**src/rtl/cr16_pkg.sv**
```systemverilog
// Shared CR16 program-counter definitions: next-address mode encoding.
package cr16_pkg;

  localparam int PC_MODE_WIDTH = 3;

  // Encoded next-address selection driven by the control FSM.
  // Code 7 is reserved: the PC holds and the fault flag is raised.
  typedef enum logic [PC_MODE_WIDTH-1:0] {
    MODE_INC      = 3'd0,
    MODE_JUMP     = 3'd1,
    MODE_JUMP_INC = 3'd2,
    MODE_DISP     = 3'd3,
    MODE_CALL     = 3'd4,
    MODE_RET      = 3'd5,
    MODE_HOLD     = 3'd6
  } pc_mode_t;

endpackage

```
**src/rtl/pc_return_stack.sv**
```systemverilog
// Circular return-address LIFO. A push when full overwrites the oldest entry
// (the slot just past the top wraps onto it); a pop when empty is ignored.
// O_OVERFLOW / O_UNDERFLOW flag those two cases combinationally for this cycle.
module pc_return_stack #(
  parameter int P_WIDTH = 16,
  parameter int P_DEPTH = 8
) (
  input  logic               I_CLK,
  input  logic               I_NRESET,
  input  logic               I_PUSH,
  input  logic               I_POP,
  input  logic [P_WIDTH-1:0] I_DATA,
  output logic [P_WIDTH-1:0] O_TOP,
  output logic               O_EMPTY,
  output logic               O_FULL,
  output logic               O_OVERFLOW,
  output logic               O_UNDERFLOW
);

  localparam int PTR_W = $clog2(P_DEPTH);
  localparam int CNT_W = PTR_W + 1;

  logic [P_WIDTH-1:0] mem [P_DEPTH];
  logic [PTR_W-1:0]   top_q;
  logic [PTR_W-1:0]   top_nxt;
  logic [PTR_W-1:0]   top_prv;
  logic [CNT_W-1:0]   count_q;

  assign top_nxt     = top_q + PTR_W'(1);
  assign top_prv     = top_q - PTR_W'(1);
  assign O_EMPTY     = (count_q == '0);
  assign O_FULL      = (count_q == CNT_W'(P_DEPTH));
  assign O_OVERFLOW  = I_PUSH & O_FULL;
  assign O_UNDERFLOW = I_POP & ~I_PUSH & O_EMPTY;
  assign O_TOP       = mem[top_q];

  // Top pointer and occupancy; count saturates at P_DEPTH on overwrite.
  always_ff @(posedge I_CLK or negedge I_NRESET) begin
    if (!I_NRESET) begin
      top_q   <= '0;
      count_q <= '0;
    end else if (I_PUSH) begin
      top_q <= top_nxt;
      if (!O_FULL) count_q <= count_q + CNT_W'(1);
    end else if (I_POP && !O_EMPTY) begin
      top_q   <= top_prv;
      count_q <= count_q - CNT_W'(1);
    end
  end

  // Entry storage; contents are don't-care after reset.
  always_ff @(posedge I_CLK) begin
    if (I_PUSH) mem[top_nxt] <= I_DATA;
  end

endmodule

```
**src/rtl/pc_stacked.sv**
```systemverilog
// CR16 program counter with hardware return-address stack.
// Optional trap entry enabled by defining PC_STACKED_TRAP_EN.
module pc_stacked
  import cr16_pkg::*;
#(
  parameter int                       P_ADDRESS_WIDTH = 16,
  parameter int                       P_STACK_DEPTH   = 8,
  parameter logic [P_ADDRESS_WIDTH-1:0] P_RESET_ADDRESS = '0
`ifdef PC_STACKED_TRAP_EN
  ,
  parameter logic [P_ADDRESS_WIDTH-1:0] P_TRAP_VECTOR = 16'h0010
`endif
) (
  input  logic                       I_CLK,
  input  logic                       I_NRESET,
  input  logic                       I_ENABLE,
  input  logic [PC_MODE_WIDTH-1:0]   I_MODE,
  input  logic [P_ADDRESS_WIDTH-1:0] I_ADDRESS,
  input  logic                       I_FAULT_CLEAR,
`ifdef PC_STACKED_TRAP_EN
  input  logic                       I_TRAP,
  output logic                       O_IN_TRAP,
`endif
  output logic [P_ADDRESS_WIDTH-1:0] O_ADDRESS,
  output logic                       O_STACK_EMPTY,
  output logic                       O_STACK_FULL,
  output logic                       O_FAULT
);

  localparam logic [P_ADDRESS_WIDTH-1:0] ONE = P_ADDRESS_WIDTH'(1);

  logic [P_ADDRESS_WIDTH-1:0] pc_q, pc_d, pc_inc, push_data, stack_top;
  logic push, pop, overflow, underflow, mode_fault, fault_q, fault_set;
  logic trap_take;

`ifdef PC_STACKED_TRAP_EN
  logic in_trap_q;
  assign trap_take = I_TRAP & ~in_trap_q;
  assign O_IN_TRAP = in_trap_q;
`else
  assign trap_take = 1'b0;
`endif

  assign pc_inc    = pc_q + ONE;
  assign O_ADDRESS = pc_q;
  assign O_FAULT   = fault_q;
  assign fault_set = overflow | underflow | mode_fault;

  // Next-address mux and stack requests; nothing happens unless enabled.
  always_comb begin
    pc_d       = pc_q;
    push       = 1'b0;
    pop        = 1'b0;
    mode_fault = 1'b0;
    push_data  = pc_inc;
    if (I_ENABLE) begin
      if (trap_take) begin
        push      = 1'b1;
        push_data = pc_q;
`ifdef PC_STACKED_TRAP_EN
        pc_d      = P_TRAP_VECTOR;
`endif
      end else begin
        case (I_MODE)
          MODE_INC:      pc_d = pc_inc;
          MODE_JUMP:     pc_d = I_ADDRESS;
          MODE_JUMP_INC: pc_d = I_ADDRESS + ONE;
          MODE_DISP:     pc_d = pc_q + I_ADDRESS;
          MODE_CALL: begin
            push = 1'b1;
            pc_d = I_ADDRESS;
          end
          MODE_RET: begin
            pop  = 1'b1;
            pc_d = O_STACK_EMPTY ? pc_inc : stack_top;
          end
          MODE_HOLD:     pc_d = pc_q;
          default:       mode_fault = 1'b1;
        endcase
      end
    end
  end

  // PC register.
  always_ff @(posedge I_CLK or negedge I_NRESET) begin
    if (!I_NRESET) pc_q <= P_RESET_ADDRESS;
    else           pc_q <= pc_d;
  end

  // Sticky fault: a new fault in the same cycle as a clear wins.
  always_ff @(posedge I_CLK or negedge I_NRESET) begin
    if (!I_NRESET)          fault_q <= 1'b0;
    else if (fault_set)     fault_q <= 1'b1;
    else if (I_FAULT_CLEAR) fault_q <= 1'b0;
  end

`ifdef PC_STACKED_TRAP_EN
  // Trap-in-progress flag, cleared by the next enabled return.
  always_ff @(posedge I_CLK or negedge I_NRESET) begin
    if (!I_NRESET)                               in_trap_q <= 1'b0;
    else if (I_ENABLE && trap_take)              in_trap_q <= 1'b1;
    else if (I_ENABLE && (I_MODE == MODE_RET))   in_trap_q <= 1'b0;
  end
`endif

  pc_return_stack #(
    .P_WIDTH (P_ADDRESS_WIDTH),
    .P_DEPTH (P_STACK_DEPTH)
  ) u_ras (
    .I_CLK       (I_CLK),
    .I_NRESET    (I_NRESET),
    .I_PUSH      (push),
    .I_POP       (pop),
    .I_DATA      (push_data),
    .O_TOP       (stack_top),
    .O_EMPTY     (O_STACK_EMPTY),
    .O_FULL      (O_STACK_FULL),
    .O_OVERFLOW  (overflow),
    .O_UNDERFLOW (underflow)
  );

endmodule

```
**config.mk**
```make
export PLATFORM = sky130hd
export DESIGN_NAME = pc_stacked
export DESIGN_NICKNAME = d
export VERILOG_FILES = /design/src/rtl/cr16_pkg.sv /design/src/rtl/pc_return_stack.sv /design/src/rtl/pc_stacked.sv
export SDC_FILE = /design/constraint.sdc
export NUM_CORES = 1
export LEC_CHECK = 0
export ABC_AREA = 1
export BUFFER_PORTS_ARGS = -buffer_cell sky130_fd_sc_hd__buf_2
export CAP_MARGIN = 20
export CORE_MARGIN = 1.5
export CORE_UTILIZATION = 55
export DETAILED_ROUTE_END_ITERATION = 8
export PLACE_DENSITY = 0.81
export SYNTH_ARGS = -nofsm -noshare
export SYNTH_HDL_FRONTEND = slang
export SYNTH_SLANG_ARGS = --single-unit
```
**constraint.sdc**
```tcl
create_clock -name I_CLK -period 4.5 [get_ports I_CLK]
set_input_delay 0.45 -clock I_CLK [delete_from_list [all_inputs] [get_ports I_CLK]]
set_output_delay 0.45 -clock I_CLK [all_outputs]
set_load 0.01 [all_outputs]
```
# Yosys cells after proc, flatten, opt, wreduce, memory -nomap -nowiden

Memory sizes are Yosys's and may differ from the RTL's.
Cells that the tools add are included.

Bitwise logic cells: 6
Eq/ne operators: 8
Add/subtract/negate cells: 7
Reductions and logical operators: 11
Multiplexer cells: 17

Operators by type and width:

| operator                                          | number |
|---|---|
| one-hot mux 16 bit (5 select lines)               | 1 |
| adder 16 x 1 -> 16 bit (second input constant)    | 2 |
| adder 16 bit                                      | 1 |
| two-way mux 16 bit                                | 1 |
| two-way mux 4 bit                                 | 3 |
| two-way mux 1 bit                                 | 10 |
| == test 3 bit (second input constant)             | 3 |
| OR reduction 7 bit                                | 1 |
| == test 3 x 2 -> 1 bit (second input constant)    | 2 |
| two-way mux 3 bit                                 | 2 |
| nonzero test 5 bit                                | 1 |
| adder 4 x 1 -> 4 bit (second input constant)      | 1 |
| == test 4 bit (second input constant)             | 1 |
| zero test 4 bit                                   | 1 |
| AND reduction 2 bit                               | 2 |
| nonzero test 2 bit                                | 2 |
| subtractor 4 x 1 -> 4 bit (second input constant) | 1 |
| adder 3 x 1 -> 3 bit (second input constant)      | 1 |
| bitwise AND 1 bit                                 | 3 |
| == test 3 x 1 -> 1 bit (second input constant)    | 1 |
| zero test 3 bit                                   | 1 |
| subtractor 3 x 1 -> 3 bit (second input constant) | 1 |
| inequality test 2 bit (second input constant)     | 1 |
| bitwise OR 1 bit                                  | 2 |
| other kinds (4)                                   | 4 |

Word-level logic and storage cells: 54
Memories: 1
Bits in writable memories: 128
Bits in registers: 24

Memories:

| name      | depth | width | rd ports | clocked after memory_dff | wr ports | line                  | text |
|---|---|---|---|---|---|---|---|
| u_ras.mem | 8     | 16    | 1        | 0                        | 1        | pc_return_stack.sv:23 | `logic [P_WIDTH-1:0] mem [P_DEPTH];` |

# Logic depth before layout (Yosys ltp)

Depth in word-level cells: 9
Mapped depth: 18

# Modules after synthesis

From an unflattened synthesis, not the netlist that was laid out.

Cells, all modules: 970
Area, all modules: 8,271.7 um^2

By module, submodules not included:

| module          | cells each | area an instance (um^2) | sequential area each (um^2) | times used |
|---|---|---|---|---|
| pc_return_stack | 477        | 5,590.4                 | 4,018.9                     | 1 |
| pc_stacked      | 493        | 2,681.3                 | 425.4                       | 1 |

# Worst setup path after synthesis

No wires, ideal clock.

Path type: input -> register
Start: in I_MODE[2]
End: reg pc_q[7], in the netlist O_ADDRESS[7]
Stages: 16
Library setup time: 113 ps
Data arrival time: 2,260 ps
Data required time: 4,387 ps
Path slack: 2,127 ps
Cell sequence: inv_2 nand2_2 nor2_1 inv_1 clkbuf_1 nor2_1 ha_1 nand3_1 nand3_1 nand2_1 nand2_1 or2_2 nand3_1 nand3b_1 nand2_1 inv_1

Longest elaborated chain between the ends: 4
Elaborated cells between the ends (all ways): 10

RTL lines:

| item                                                    | line             | text |
|---|---|---|
| from (decl)                                             | pc_stacked.sv:17 | `input logic [PC_MODE_WIDTH-1:0] I_MODE,` |
| == test 3 bit or == test 3 x 1 -> 1 bit (tied branches) | pc_stacked.sv:64 | `case (I_MODE)` |
| OR reduction 2 bit (no source line)                     | --               |  |
| nonzero test 5 bit (no source line)                     | --               |  |
| AND reduction 2 bit (no source line)                    | --               |  |
| to (signal assigned)                                    | pc_stacked.sv:87 | `else pc_q <= pc_d;` |
| to (decl)                                               | pc_stacked.sv:32 | `logic [P_ADDRESS_WIDTH-1:0] pc_q, pc_d, pc_inc, push_data, stack_top;` |

Parallel ways exist; a longest one is shown, timed or not.
A chain may end at the register's enable or synchronous reset.

# Worst setup path in the final report

Start: reg pc_q[0], in the netlist O_ADDRESS[0]
End: reg pc_q[6], in the netlist O_ADDRESS[6]

Longest elaborated chain between the ends: 3
Elaborated cells between the ends (all ways): 4

RTL lines:

| item                                    | line             | text |
|---|---|---|
| adder 16 x 1 -> 16 bit                  | pc_stacked.sv:44 | `assign pc_inc = pc_q + ONE;` |
| two-way mux 16 bit                      | pc_stacked.sv:75 | `pc_d = O_STACK_EMPTY ? pc_inc : stack_top;` |
| one-hot mux 16 bit (5 select lines) (*) | pc_stacked.sv:64 |  |

Every way passes the cells marked *; elsewhere a longest branch is shown, timed or not.

==> flow_summary_export.csv <==
group,metric,value,unit
detailed_routing,met2_wire_length,10.24,mm
logic_synthesis,syn_area,8088,um2
clock_network,max-clock-path-buffers,2,
power,power_density,554.3,nW/um2
power,p_leak,3.898,nW
critical_path,path_max_fanout,12,
clock_network,cts_sinks,152,
detailed_routing,highest-signal-layer,"met4",
critical_path,worstPathArrival,2.91,ns
timing,timing.setup.tns,0,ns
run_status,run_status,"finished clean",
timing,worst_setup_skew_after_layout,0.01030,ns
grt,number_of_global_route_vias_before_repair,6399,
grt,gr-total-overflow,0,
logic_synthesis,synth_seq_cells,152,
clock_network,post_cts.repair.setup_buffers,0,
layout,final_area,9065,um2
place,buffer_ports.inserted,41,
timing,tightestPinTransition,0.8525,ns
place,placement_stage_cell_area,8501,um2
floorplan,row_count,44,
detailed_routing,dr_wl_met3,1.471,mm
detailed_routing,drt.antenna.violating_nets,0,
timing,report.final.slew_viol_count,0,
critical_path,required,4.80,ns
place,placed_cells_incl_taps,1142,
clock_network,cts_hold_buf,0,
critical_path,worst-r2r-cell-count,13,
logic_synthesis,netlist_instances,933,
place,place.detailed.hpwl,13.96,mm
detailed_routing,remaining_drc_errors,0,
critical_path,crit_path_start,"O_ADDRESS[0]",
grt,grt_max_degree,67,
detailed_routing,first_iter_violations,759,
timing,setup_repair_after_global_routing_missed_its_margin,"false",
place,gpl.final_weighted_congestion,0.9494,
critical_path,setup.worst_path.start_class,"flop",
clock_network,ctsRootBufferMaster,"sky130_fd_sc_hd__clkbuf_16",
detailed_routing,total_detailed_routing_wirelength,20.55,mm
clock_network,tritoncts.num_buffers,17,
layout,fin_nets,1022,
floorplan,die_height,124.3,um
logic_synthesis,synth.yosys.warnings,0,
power,totalPowerFinal,5.025,mW
detailed_routing,firstDrtPassIters,5,
power,power.ir.vdd_worst,0.0003098,V
layout,drive_above_1_share,10.91,%
timing,timing.max_slew.rel_slack,42.97,%
timing,timing.final.crit_share,57.99,%
logic_synthesis,synth_nets,978,
grt,globalRouteTotalUtil,27.40,%
layout,layout.cells.most_common,"sky130_fd_sc_hd__nand2_1",
grt,grt_pass1_wl,33.01,mm
layout,utilization,62.85,%
logic_synthesis,seq_area_frac_synth,54.95,%
detailed_routing,route.detailed.wl_per_inst,17.51,um
floorplan,floorplan.initialDensity,56.07,%
layout,final-instance-count-excl-fill,1174,
detailed_routing,vias_per_cell,5.660,
critical_path,crit-reg2reg-capture,"O_ADDRESS[6]",
floorplan,core_region_area,14420,um2
grt,antenna_found_initial,0,
layout,most-common-layout-cells,"sky130_fd_sc_hd__nand2_1 (274), sky130_fd_sc_hd__edfxtp_1 (128), sky130_fd_sc_hd__nand3_1 (117), sky130_fd_sc_hd__nor2_1 (115), sky130_fd_sc_hd__inv_1 (73)",
floorplan,die_area,15440,um2
timing,finalWorstPathRequiredPeriod,2.610,ns
critical_path,criticalPathCategory,"flop to flop",
clock_network,cts_resized,0,
timing,report.final.hold_viol_count,0,
layout,syn_to_final_growth,12.08,%
worst_hold_path,worst_hold_path_type,"primary input to async pin",
critical_path,crit_path_capture_type,"flop",
detailed_routing,detail_route.wirelength.met1,8.386,mm
clock_network,cts_tree,"built",
flow_run,cap_viol_max_count,0,
critical_path,worst_r2r_startpoint,"O_ADDRESS[0]",
timing,achievable-frequency,383.2,MHz
detailed_routing,num_vias,6645,
floorplan,die_width,124.3,um
logic_synthesis,ys_top_cells_by_area,"sky130_fd_sc_hd__edfxtp_1 (48%), sky130_fd_sc_hd__nand2_1 (13%), sky130_fd_sc_hd__dfrtp_1 (7.4%)",
floorplan,pin_count,42,
logic_synthesis,synthDistinctLibCells,35,
clock_network,clkTransAtPathRegs,0.06,ns
layout,antenna_cells,0,
logic_synthesis,synthesis.area_per_instance,8.669,um2
logic_synthesis,area_share_of_the_largest_cell_type_after_synthesis,47.52,%
logic_synthesis,synth_top_area_cell,"sky130_fd_sc_hd__edfxtp_1",
critical_path,reg2reg_slack,1.89,ns
clock_network,worstSkewPairLatency,0.42,ns
clock_network,ctsHtreeMaxLevel,4,
timing,setup-violations-final,0,
## critical path, stage by stage (launching register included)
cell and delay, ns:
sky130_fd_sc_hd__dfrtp_1 0.42, sky130_fd_sc_hd__inv_1 0.34, sky130_fd_sc_hd__nand2_1 0.14, sky130_fd_sc_hd__ha_1 0.26, sky130_fd_sc_hd__fa_1 0.39, sky130_fd_sc_hd__nand2_1 0.09, sky130_fd_sc_hd__nand2_1 0.06, sky130_fd_sc_hd__nand3b_1 0.10
sky130_fd_sc_hd__nand2_1 0.15, sky130_fd_sc_hd__or2_0 0.23, sky130_fd_sc_hd__nand3_1 0.07, sky130_fd_sc_hd__nand3_1 0.08, sky130_fd_sc_hd__nor2_1 0.09, sky130_fd_sc_hd__nor2_1 0.04
## stage by stage
| stage | worst slack (ns) | hold slack (ns) |
|---|---|---|
| after floorplan | 2.127 | 0.1544 |
| after global placement | 1.737 | 0.4723 |
| after detailed placement | 1.730 | 0.4785 |
| after CTS | 1.921 | 0.03132 |
| after global routing | 1.651 | 0.05494 |
| final | 1.890 | 0.02479 |
## power by group
part | switching [mW] | internal (mW) | leakage, nW
Combinational | 1.27 | 0.512 | 2.21
Sequential | 0.133 | 1.76 | 1.42
Clock | 0.541 | 0.814 | 0.268
## how the worst max path moves through the flow
stage | end | slack [ns] | depth (start not counted)
5_1_grt | O_ADDRESS[6] | 1.65 | 13
3_3_place_gp | O_ADDRESS[6] | 1.74 | 16
4_1_cts | O_ADDRESS[6] | 1.92 | 13
6_report | O_ADDRESS[6] | 1.89 | 13
2_1_floorplan | O_ADDRESS[7] | 2.13 | 16
3_5_place_dp | O_ADDRESS[6] | 1.73 | 16
## layout make-up
class                   count  area (um2)
repair buffers             55       310.3
clock buffers              20       436.7
inverters                  84       317.8
multi-input cells         667        3197
well taps                 184       230.2
clock inverters            12       127.6
flip-flops and latches    152        4446
fillers                  1210        5359
## logic make-up after synthesis
kind of cell	count (synthesis)	synth area share (%)
AO/OA/AOI/OAI	90	6.049
XOR/XNOR	13	1.408
adder cells (fa/ha/maj)	22	3.589
buffers and inverters	114	5.523
flip-flops	152	54.95
AND/OR/NAND/NOR	542	28.48
## layer usage
layer | vias up | track usage [%]
li1 | 3206 | -
met2 | 301 | 47.06
met1 | 3102 | 35.35
met4 | 0 | 9.128
met5 | - | 0
met3 | 36 | 4.811
## flip-flops by register name (all words and copies together) (netlist names)
name / cells
u_ras.mem: 128
O_ADDRESS: 16
u_ras.count_q: 4
u_ras.top_q: 3
O_FAULT: 1
## cells in the mapped netlist, drive strengths merged
cell and instances:
inv 84, or2 5, a21o 1, o21ai 33, nand4 6, clkbuf 17, xnor2 2, a211oi 2
xor2 11, nor3 7, fa 2, a21oi 37, o21a 1, a22oi 5, nand2 276, nand3b 6
dfrtp 24, nand3 119, a311oi 1, and2 4, buf 13, ha 20, o22ai 10, edfxtp 128
nor2 119
(Power assumes the default switching activity.)
